[src/rtl/sweeper_defs.vh]
// Shared constants for the truth-table sweeper: FSM state encodings and the
// default expected truth table (d = ~((a|b)&c), indexed by {a,b,c}).
`ifndef SWEEPER_DEFS_VH
`define SWEEPER_DEFS_VH

`define SWEEPER_ST_IDLE   2'd0
`define SWEEPER_ST_WAIT   2'd1
`define SWEEPER_ST_SAMPLE 2'd2
`define SWEEPER_ST_DONE   2'd3

`define SWEEPER_EXPECT_TT_DEFAULT 8'h57

`endif

[src/rtl/truth_table_sweeper_pkg.sv]
// Types and constants shared by the truth-table sweeper and its settle timer.
// Encodings come from sweeper_defs.vh so other consumers of the header agree.
`include "sweeper_defs.vh"

package truth_table_sweeper_pkg;

  typedef enum logic [1:0] {
    ST_IDLE   = `SWEEPER_ST_IDLE,
    ST_WAIT   = `SWEEPER_ST_WAIT,
    ST_SAMPLE = `SWEEPER_ST_SAMPLE,
    ST_DONE   = `SWEEPER_ST_DONE
  } state_e;

  localparam logic [7:0] EXPECT_TT_DEFAULT = `SWEEPER_EXPECT_TT_DEFAULT;
  localparam logic [2:0] LAST_VEC          = 3'd7;

endpackage

[src/rtl/truth_table_sweeper_settle_timer.sv]
// settle_timer: counts cycles while enabled, flags the last settle cycle.
// Latency: expire is combinational, high in the SETTLE_CYCLES-th enabled cycle.
// Backpressure: none; clear has priority over enable.
module settle_timer #(
  parameter int SETTLE_CYCLES = 2
) (
  input  logic clk,
  input  logic rst,
  input  logic clear,
  input  logic enable,
  output logic expire
);

  localparam logic [3:0] LAST_CNT = 4'(SETTLE_CYCLES - 1);

  logic [3:0] cnt_q;
  logic [3:0] cnt_d;

  // Next count: restart on clear, advance while enabled.
  always_comb begin
    cnt_d = cnt_q;
    if (clear) begin
      cnt_d = 4'd0;
    end else if (enable) begin
      cnt_d = cnt_q + 4'd1;
    end
  end

  // Count register with synchronous reset.
  always_ff @(posedge clk) begin
    if (rst) begin
      cnt_q <= 4'd0;
    end else begin
      cnt_q <= cnt_d;
    end
  end

  assign expire = enable && (cnt_q == LAST_CNT);

endmodule

[src/rtl/truth_table_sweeper.sv]
// truth_table_sweeper: drives all 8 {a,b,c} vectors, checks d against EXPECT_TT.
// Latency: done visible 8*(SETTLE_CYCLES+1) edges after start, sampled on the next.
// Backpressure: start ignored while busy. Optional macro STOP_ON_FAIL_EN stops at first miss.
module truth_table_sweeper
  import truth_table_sweeper_pkg::*;
#(
  parameter int         SETTLE_CYCLES = 2,
  parameter logic [7:0] EXPECT_TT     = EXPECT_TT_DEFAULT
) (
  input  logic       clk,
  input  logic       rst,
  input  logic       start,
  input  logic       d,
  output logic       a,
  output logic       b,
  output logic       c,
  output logic       busy,
  output logic       done,
  output logic       pass,
  output logic [3:0] err_count,
  output logic       fail_valid,
  output logic [2:0] fail_vec
);

`ifdef STOP_ON_FAIL_EN
  localparam bit STOP_ON_FAIL = 1'b1;
`else
  localparam bit STOP_ON_FAIL = 1'b0;
`endif

  state_e     state_q, state_d;
  logic [2:0] vec_q, vec_d;
  logic [3:0] err_q, err_d;
  logic       fail_valid_q, fail_valid_d;
  logic [2:0] fail_vec_q, fail_vec_d;
  logic       mismatch;
  logic       settle_expire;

  // Settle counter restarts whenever the FSM is outside WAIT.
  settle_timer #(
    .SETTLE_CYCLES(SETTLE_CYCLES)
  ) u_settle (
    .clk   (clk),
    .rst   (rst),
    .clear (state_q != ST_WAIT),
    .enable(state_q == ST_WAIT),
    .expire(settle_expire)
  );

  // Next-state and result bookkeeping for the sweep.
  always_comb begin
    state_d      = state_q;
    vec_d        = vec_q;
    err_d        = err_q;
    fail_valid_d = fail_valid_q;
    fail_vec_d   = fail_vec_q;
    mismatch     = 1'b0;
    case (state_q)
      ST_IDLE, ST_DONE: begin
        if (start) begin
          state_d      = ST_WAIT;
          vec_d        = 3'd0;
          err_d        = 4'd0;
          fail_valid_d = 1'b0;
          fail_vec_d   = 3'd0;
        end
      end
      ST_WAIT: begin
        if (settle_expire) begin
          state_d = ST_SAMPLE;
        end
      end
      ST_SAMPLE: begin
        mismatch = (d != EXPECT_TT[vec_q]);
        if (mismatch) begin
          // At most 8 vectors are checked, so 4 bits never wrap.
          err_d = err_q + 4'd1;
          if (!fail_valid_q) begin
            fail_valid_d = 1'b1;
            fail_vec_d   = vec_q;
          end
        end
        if (vec_q == LAST_VEC || (STOP_ON_FAIL && mismatch)) begin
          state_d = ST_DONE;
        end else begin
          vec_d   = vec_q + 3'd1;
          state_d = ST_WAIT;
        end
      end
      default: begin
        state_d = ST_IDLE;
      end
    endcase
  end

  // State and result registers; reset aborts any sweep in progress.
  always_ff @(posedge clk) begin
    if (rst) begin
      state_q      <= ST_IDLE;
      vec_q        <= 3'd0;
      err_q        <= 4'd0;
      fail_valid_q <= 1'b0;
      fail_vec_q   <= 3'd0;
    end else begin
      state_q      <= state_d;
      vec_q        <= vec_d;
      err_q        <= err_d;
      fail_valid_q <= fail_valid_d;
      fail_vec_q   <= fail_vec_d;
    end
  end

  assign {a, b, c}  = vec_q;
  assign busy       = (state_q == ST_WAIT) || (state_q == ST_SAMPLE);
  assign done       = (state_q == ST_DONE);
  assign pass       = done && (err_q == 4'd0);
  assign err_count  = err_q;
  assign fail_valid = fail_valid_q;
  assign fail_vec   = fail_vec_q;

endmodule

[config.mk]
export PLATFORM = sky130hd
export DESIGN_NAME = truth_table_sweeper
export DESIGN_NICKNAME = d
export VERILOG_FILES = /design/src/rtl/truth_table_sweeper_pkg.sv /design/src/rtl/truth_table_sweeper_settle_timer.sv /design/src/rtl/truth_table_sweeper.sv
export VERILOG_INCLUDE_DIRS = /design/src /design/src/rtl
export SDC_FILE = /design/constraint.sdc
export NUM_CORES = 1
export LEC_CHECK = 0
export CAP_MARGIN = 30
export CORE_AREA = 2 2 51 49
export DETAILED_ROUTE_END_ITERATION = 12
export DIE_AREA = 0 0 53 51
export PLACE_DENSITY = 0.7
export SETUP_SLACK_MARGIN = 0.4
export SLEW_MARGIN = 30
export SYNTH_ARGS = -nofsm -noshare
export SYNTH_HDL_FRONTEND = slang
export SYNTH_SLANG_ARGS = --single-unit
[constraint.sdc]
create_clock -name clk -period 5.4 [get_ports clk]
set_clock_uncertainty 0.1 [all_clocks]
set_input_delay 1.08 -clock clk [delete_from_list [all_inputs] [get_ports clk]]
set_output_delay 1.08 -clock clk [all_outputs]
set_load 0.1 [all_outputs]
==> results of run 1 <==
-- routing by layer --
| layer | global-route usage, % | share of wire, % |
|---|---|---|
| met1 | 21.86 | 52 |
| met2 | 20.21 | 43 |
| met3 | 3.801 | 4.3 |
| met4 | 7.692 | 0.82 |
| met5 | 0 | 0 |
-- state kept, by name, indices dropped and copies added, names as in the netlist, named ones only --
| signal | flops |
|---|---|
| state_q | 2 |
| fail_vec | 3 |
| err_count | 4 |
| vec_q | 3 |
| u_settle.cnt_q | 4 |
| fail_valid | 1 |
-- placed cells by master (no fill, tap or decap), drive strengths merged, types with 2 or more instances in the layout --
cell type      Yosys  final
a21oi             13     13
clkbuf             1      3
mux2i              2      2
xnor2              2      2
nand2b             2      2
nor2               9      9
inv                8      8
nand3              4      4
o21ai              8      8
ha                10     10
dfxtp             18     18
nor3b              2      2
nand2              6      6
clkdlybuf4s50      0     17
a211oi             3      3
-- power breakdown --
| group | internal, uW | switching, uW | total, uW |
|---|---|---|---|
| sequential | 144 | 12.2 | 156 |
| combinational | 53.3 | 126 | 179 |
| clock | 25.9 | 37.5 | 63.4 |
| total | 223 | 175 | 398 |
-- per-stage QoR --
stage	hold slack, ns	total power (uW)
2_1_floorplan	0.3334	302.0
3_3_place_gp	0.3477	335.7
3_5_place_dp	0.3618	337.0
4_1_cts	0.3842	403.1
5_1_grt	0.4107	423.6
6_report	0.3746	398.2
-- kinds of logic (layout without fill, tap and decap cells) --
| kind of cell | after synthesis | in the layout | share of synthesized area (%) |
|---|---|---|---|
| compound gates | 30 | 30 | 20.35 |
| simple gates | 28 | 28 | 16.31 |
| flops | 18 | 18 | 38.81 |
| fa+ha+maj | 10 | 10 | 13.48 |
| buf+inv | 10 | 28 | 4.447 |
| xor+xnor | 3 | 3 | 2.831 |
| mux | 3 | 3 | 3.773 |
-- worst paths after layout --
| check | startpoint | end | slack, ns |
|---|---|---|---|
| max | state_q[0] | busy | 1.88 |
| min | u_settle.cnt_q[0] | u_settle.cnt_q[0] | 0.37 |
| max reg2reg | state_q[0] | err_count[3] | 3.40 |
| min reg2reg | u_settle.cnt_q[0] | u_settle.cnt_q[0] | 0.37 |
-- area by class of cell --
type / count / area (um^2)
flip-flops and latches: 18 / 360.3
fillers: 219 / 1089
multi-input cells: 74 / 526.8
clock buffers: 3 / 22.52
repair buffers: 17 / 170.2
well taps: 28 / 35.03
inverters: 8 / 30.03
==> summary.md, run 1 <==
| Metric | Value |
|---|---|
| Die Area | `between 2000 and 3000 um^2` |
| Syn avg cell area | `roughly 9 um^2` |
| Root buf cell | `clkbuf_4` |
| Top-count cell post-synth | `dfxtp_1` |
| Worst path arrival time | `approximately 2.3 ns` |
| H-tree Lvls | `1` |
| Core Area | `around 2200 um^2` |
| Post-CTS sizing | `0` |
| Nets | `between 100 and 150` |
| Max-Slew Margin vs Limit | `a little over a third` |
| I/O Buffers | `17` |
| Setup TNS | `0 ns` |
| Worst path cell trace | `inv_1 -> ha_1 -> inv_1 -> clkdlybuf4s50_1` |
| Post-synth EDFFs | `0` |
| Startpoint types | `flop` |
| Synth area leaders | `dfxtp_1 (39%), ha_1 (13%), a21oi_1 (5.4%)` |
| Cell mode on critical path | `inv_1` |
| Share of cells above drive strength 1 | `around a tenth` |
| IO Pins | `18` |
| Leakage power | `0.0004331 uW` |
| RSZ-0062 raised after global routing | `no` |
| Run status | `complete, no violations` |
| Syn nets | `roughly 120` |
| DPL Wire Length | `~1.3 mm` |
| CTS tree | `yes` |
| Final setup margin | `between 1.5 and 2 ns` |
| Reg2reg path depth | `6` |
| Dominant synthesized flop cell | `dfxtp_1` |
| Slew @ Worst Pin | `between 0.9 and 1 ns` |
| Clock Path Buffers | `2` |
| # DRC | `0` |
| Max rail drop VDD | `~0.22 mV` |
| Final WL | `between 1.5 and 2 mm` |
| Final Util | `between 50 and 60%` |
| Post-route cell area | `about 1100 um^2` |
| Slowest stage delay, CP | `about 1.1 ns` |
| Type of the tightest min-delay check | `reg -> reg` |
| Minimum clock period | `3.520 ns` |
| Starting Density | `41.57%` |
| Drt first-iter violations | `6` |
| Area share of the largest cell type after synthesis | `roughly 39%` |
| Cts bufs inserted | `3` |
| Worst-path maximum fanout | `5` |
| CP Depth | `4` |
| Vias | `between 700 and 800` |
| Number of antenna-violating nets in the routed design | `0` |
| Synthesized area | `around 930 um^2` |
| Final Hold Fails | `0` |
| Total grt overflow | `0` |
| Number of global-route vias before repair | `approximately 660` |
| Register area share after synthesis | `38.81%` |
| Worst EP required | `4.22 ns` |
| Synth area leader | `dfxtp_1` |
| Max Cap Violations | `0` |
| Die Height | `a little over 50 um` |
| CP Class | `reg -> out` |
| Post-Layout Cell Count | `~150` |
| Setup WS pre-CTS | `2.190 ns` |
| Syn. warnings | `0` |
| First-pass DRT Iterations | `2` |
| Crit. End Element | `output port` |
| Clock transition at the registers of the reported paths | `approximately 0.090 ns` |
| Slowest library cell on the worst path | `clkdlybuf4s50_1` |
| RePlAce Congestion | `0.7357` |
| Placed Instances | `between 100 and 150` |
| # hold bufs at CTS | `0` |
| Final Max Slew Viols | `0` |
| Crit share post-route | `about 65%` |
| Buf/Inv on CP | `3` |
| WL per Instance | `approximately 12 um` |
| Die W | `53 um` |
| Clk sink count | `18` |
| First-pass GRT wire length | `approximately 3.0 mm` |
| FFs w/ async S/R, synth | `0%` |
| Largest net degree at the start of global routing | `17` |
| #FFs+latches synth | `18` |
| Cell count after synthesis | `around 100` |
| Synth unique cells | `32` |
| Commonest cells post-synth | `dfxtp_1 (18), a21oi_1 (10), ha_1 (10)` |
| FP Rows | `17` |
| Pwr dens | `approximately 350 nW/um^2` |
| Syn-to-layout area delta | `23.32%` |
| Clock Latency Late Sink | `between 0.2 and 0.3 ns` |
| # diodes | `0` |
| DR vias/cell | `about 5` |
| Hold Path Depth | `1` |
| Initial antenna violation count | `0` |
| CP top delay family | `buffers and inverters` |
| Cell Area, Placed | `1122 um^2` |
| Max Freq | `284.1 MHz` |
| Postcts setup bufs | `0` |
| Endpoints failing setup | `0` |
| Gr usage total | `15.06%` |
(Power assumes the default switching activity.)
==> run 2: changes to the inputs <==
--- a/config.mk
+++ b/config.mk
@@ -10,7 +10,7 @@
 export CORE_AREA = 2 2 51 49
 export DETAILED_ROUTE_END_ITERATION = 12
 export DIE_AREA = 0 0 53 51
-export PLACE_DENSITY = 0.7
+export PLACE_DENSITY = 0.73
 export SETUP_SLACK_MARGIN = 0.4
 export SLEW_MARGIN = 30
 export SYNTH_ARGS = -nofsm -noshare
==> constraint.sdc (replaced) <==
create_clock -name clk -period 3.1 [get_ports clk]
set_clock_uncertainty 0.1 [all_clocks]
set_input_delay 0.62 -clock clk [delete_from_list [all_inputs] [get_ports clk]]
set_output_delay 0.62 -clock clk [all_outputs]
set_load 0.1 [all_outputs]
==> summary.md, run 2 (synthesis gave the netlist of run 1 again) <==
| Metric | Value |
|---|---|
| Max-Slew Margin vs Limit | `63.61% (+29 points)` |
| Worst-path maximum fanout | `5 (unchanged)` |
| I/O Buffers | `17 (unchanged)` |
| DR vias/cell | `5.101 (+0.79%)` |
| Max Cap Violations | `0 (unchanged)` |
| Share of cells above drive strength 1 | `23.97% (+14 points)` |
| Setup TNS | `0 ns (unchanged)` |
| RSZ-0062 raised after global routing | `no` |
| Clock transition at the registers of the reported paths | `0.11 ns (+0.02 ns)` |
| H-tree Lvls | `1 (unchanged)` |
| Post-Layout Cell Count | `149 (+0.68%)` |
| Gr usage total | `16.40% (+1.3 points)` |
| Worst path arrival time | `1.53 ns (-0.81 ns)` |
| Max Freq | `about 450 MHz` |
| Leakage power | `0.0004646 uW (+7.3%)` |
| Most frequent cells in the layout | `dfxtp_1 (18), buf_4 (14), a21oi_1 (10)` |
| Clock Path Buffers | `2 (unchanged)` |
| Pwr dens | `640.1 nW/um^2 (+84%)` |
| Type of the tightest min-delay check | `reg -> reg` |
| First-pass DRT Iterations | `4 (+2)` |
| Minimum clock period | `roughly 2.2 ns` |
| CP Class | `reg -> out` |
| Nets | `136 (unchanged)` |
| Die Height | `51 um (unchanged)` |
| Core Area | `2233 um^2 (unchanged)` |
| # hold bufs at CTS | `0 (unchanged)` |
| Clk sink count | `18 (unchanged)` |
| Final Hold Fails | `0 (unchanged)` |
| Total grt overflow | `0 (unchanged)` |
| Fill count | `217 (-0.91%)` |
| Root buf cell | `clkbuf_4` |
| Largest net degree at the start of global routing | `17 (unchanged)` |
| Max rail drop VDD | `0.3984 mV (+78%)` |
| Cts bufs inserted | `3 (unchanged)` |
| Commonest non-fill, non-tap cell in the layout | `dfxtp_1` |
| Startpoint types | `flop` |
| Vias | `760 (+1.5%)` |
| Initial antenna violation count | `0 (unchanged)` |
| WL per Instance | `12.60 um (+9.2%)` |
| # diodes | `0 (unchanged)` |
| DPL Wire Length | `1.357 mm (+8.2%)` |
| Drt first-iter violations | `17 (+11)` |
| Post-CTS sizing | `0 (unchanged)` |
| Worst EP required | `2.38 ns (-1.84 ns)` |
| Number of antenna-violating nets in the routed design | `0 (unchanged)` |
| CTS tree | `yes` |
| Syn-to-layout area delta | `22.51%` |
| Starting Density | `41.57% (unchanged)` |
| Final Max Slew Viols | `0 (unchanged)` |
| Number of global-route vias before repair | `750 (+13%)` |
| Postcts setup bufs | `0 (unchanged)` |
| Crit. End Element | `output port` |
| Endpoints failing setup | `0 (unchanged)` |
| Clock Latency Late Sink | `0.30 ns (+0.02 ns)` |
| Slew @ Worst Pin | `0.5459 ns (-0.4299 ns)` |
| Run status | `complete, no violations` |
| IO Pins | `18 (unchanged)` |
| Die Area | `2703 um^2 (unchanged)` |
| # DRC | `0 (unchanged)` |
| RePlAce Congestion | `0.6995 (-4.9%)` |
| Die W | `53 um (unchanged)` |
| Placed Instances | `145 (unchanged)` |
| Crit share post-route | `between 70% and 80%` |
| FP Rows | `17 (unchanged)` |
| First-pass GRT wire length | `3.249 mm (+7.5%)` |
| Final WL | `1.878 mm (+10%)` |
[run 2: cell types whose count changed in the layout (fill, tap and decap cells not counted)]
cell,delta
ha_1,-1
nor3_1,-1
clkdlybuf4s50_1,-14
nor3_4,+1
ha_2,+1
clkbuf_8,+1
buf_4,+14
[run 2: metal layers]
layer | vias to the layer above | track usage (%) | part of all wire (%)
met5 | - | 0 | 0
met4 | 0 | 5.983 | 0.91
met3 | 2 | 5.263 | 5.2
met2 | 20 | 26.25 | 46
met1 | 346 | 20.40 | 48
li1 | 392 | - | -
[run 2: per-stage QoR]
| stage | util [%] | worst slack, ns | total power [uW] | cell area, um^2 | hold WS, ns |
|---|---|---|---|---|---|
| after global placement | 49.30 | 0.9302 | 581.4 | 1101 | 0.3511 |
| final | 50.92 | 0.8540 | 728.1 | 1137 | 0.3808 |
| after global routing | 50.92 | 0.7454 | 773.0 | 1137 | 0.4151 |
| after detailed placement | 49.30 | 0.8622 | 586.6 | 1101 | 0.3600 |
| after floorplan | - | 0.5326 | 527.4 | 942.2 | 0.3334 |
| after CTS | 50.92 | 0.8340 | 736.6 | 1137 | 0.3870 |
[run 2: cell type report]
| class | count | area [um^2] | share of cell area (%) |
|---|---|---|---|
| flip-flops and latches | 18 | 360.3 | 31.68 |
| inverters | 8 | 30.03 | 2.640 |
| repair buffers | 17 | 135.1 | 11.88 |
| well taps | 28 | 35.03 | 3.080 |
| clock buffers | 4 | 36.28 | 3.190 |
| multi-input cells | 74 | 540.5 | 47.52 |
[run 2: worst max-delay path, stage by stage, from the launching register on]
cell and delay (ns):
dfxtp_1 0.43, inv_1 0.06, ha_1 0.36, inv_1 0.09, buf_4 0.28
[run 2: path summary, 6_finish.rpt]
check | start | to | cells after the start | slack (ns)
max | state_q[0] | busy | 4 | 0.85
min reg2reg | u_settle.cnt_q[0] | u_settle.cnt_q[0] | 1 | 0.38
min | u_settle.cnt_q[0] | u_settle.cnt_q[0] | 1 | 0.38
max reg2reg | state_q[0] | flop | 6 | 1.05
[run 2: power breakdown]
part           internal [uW]  switching (uW)
Clock                   71.6            75.8
Combinational           87.7             221
Sequential               250            21.9
Total                    410             318
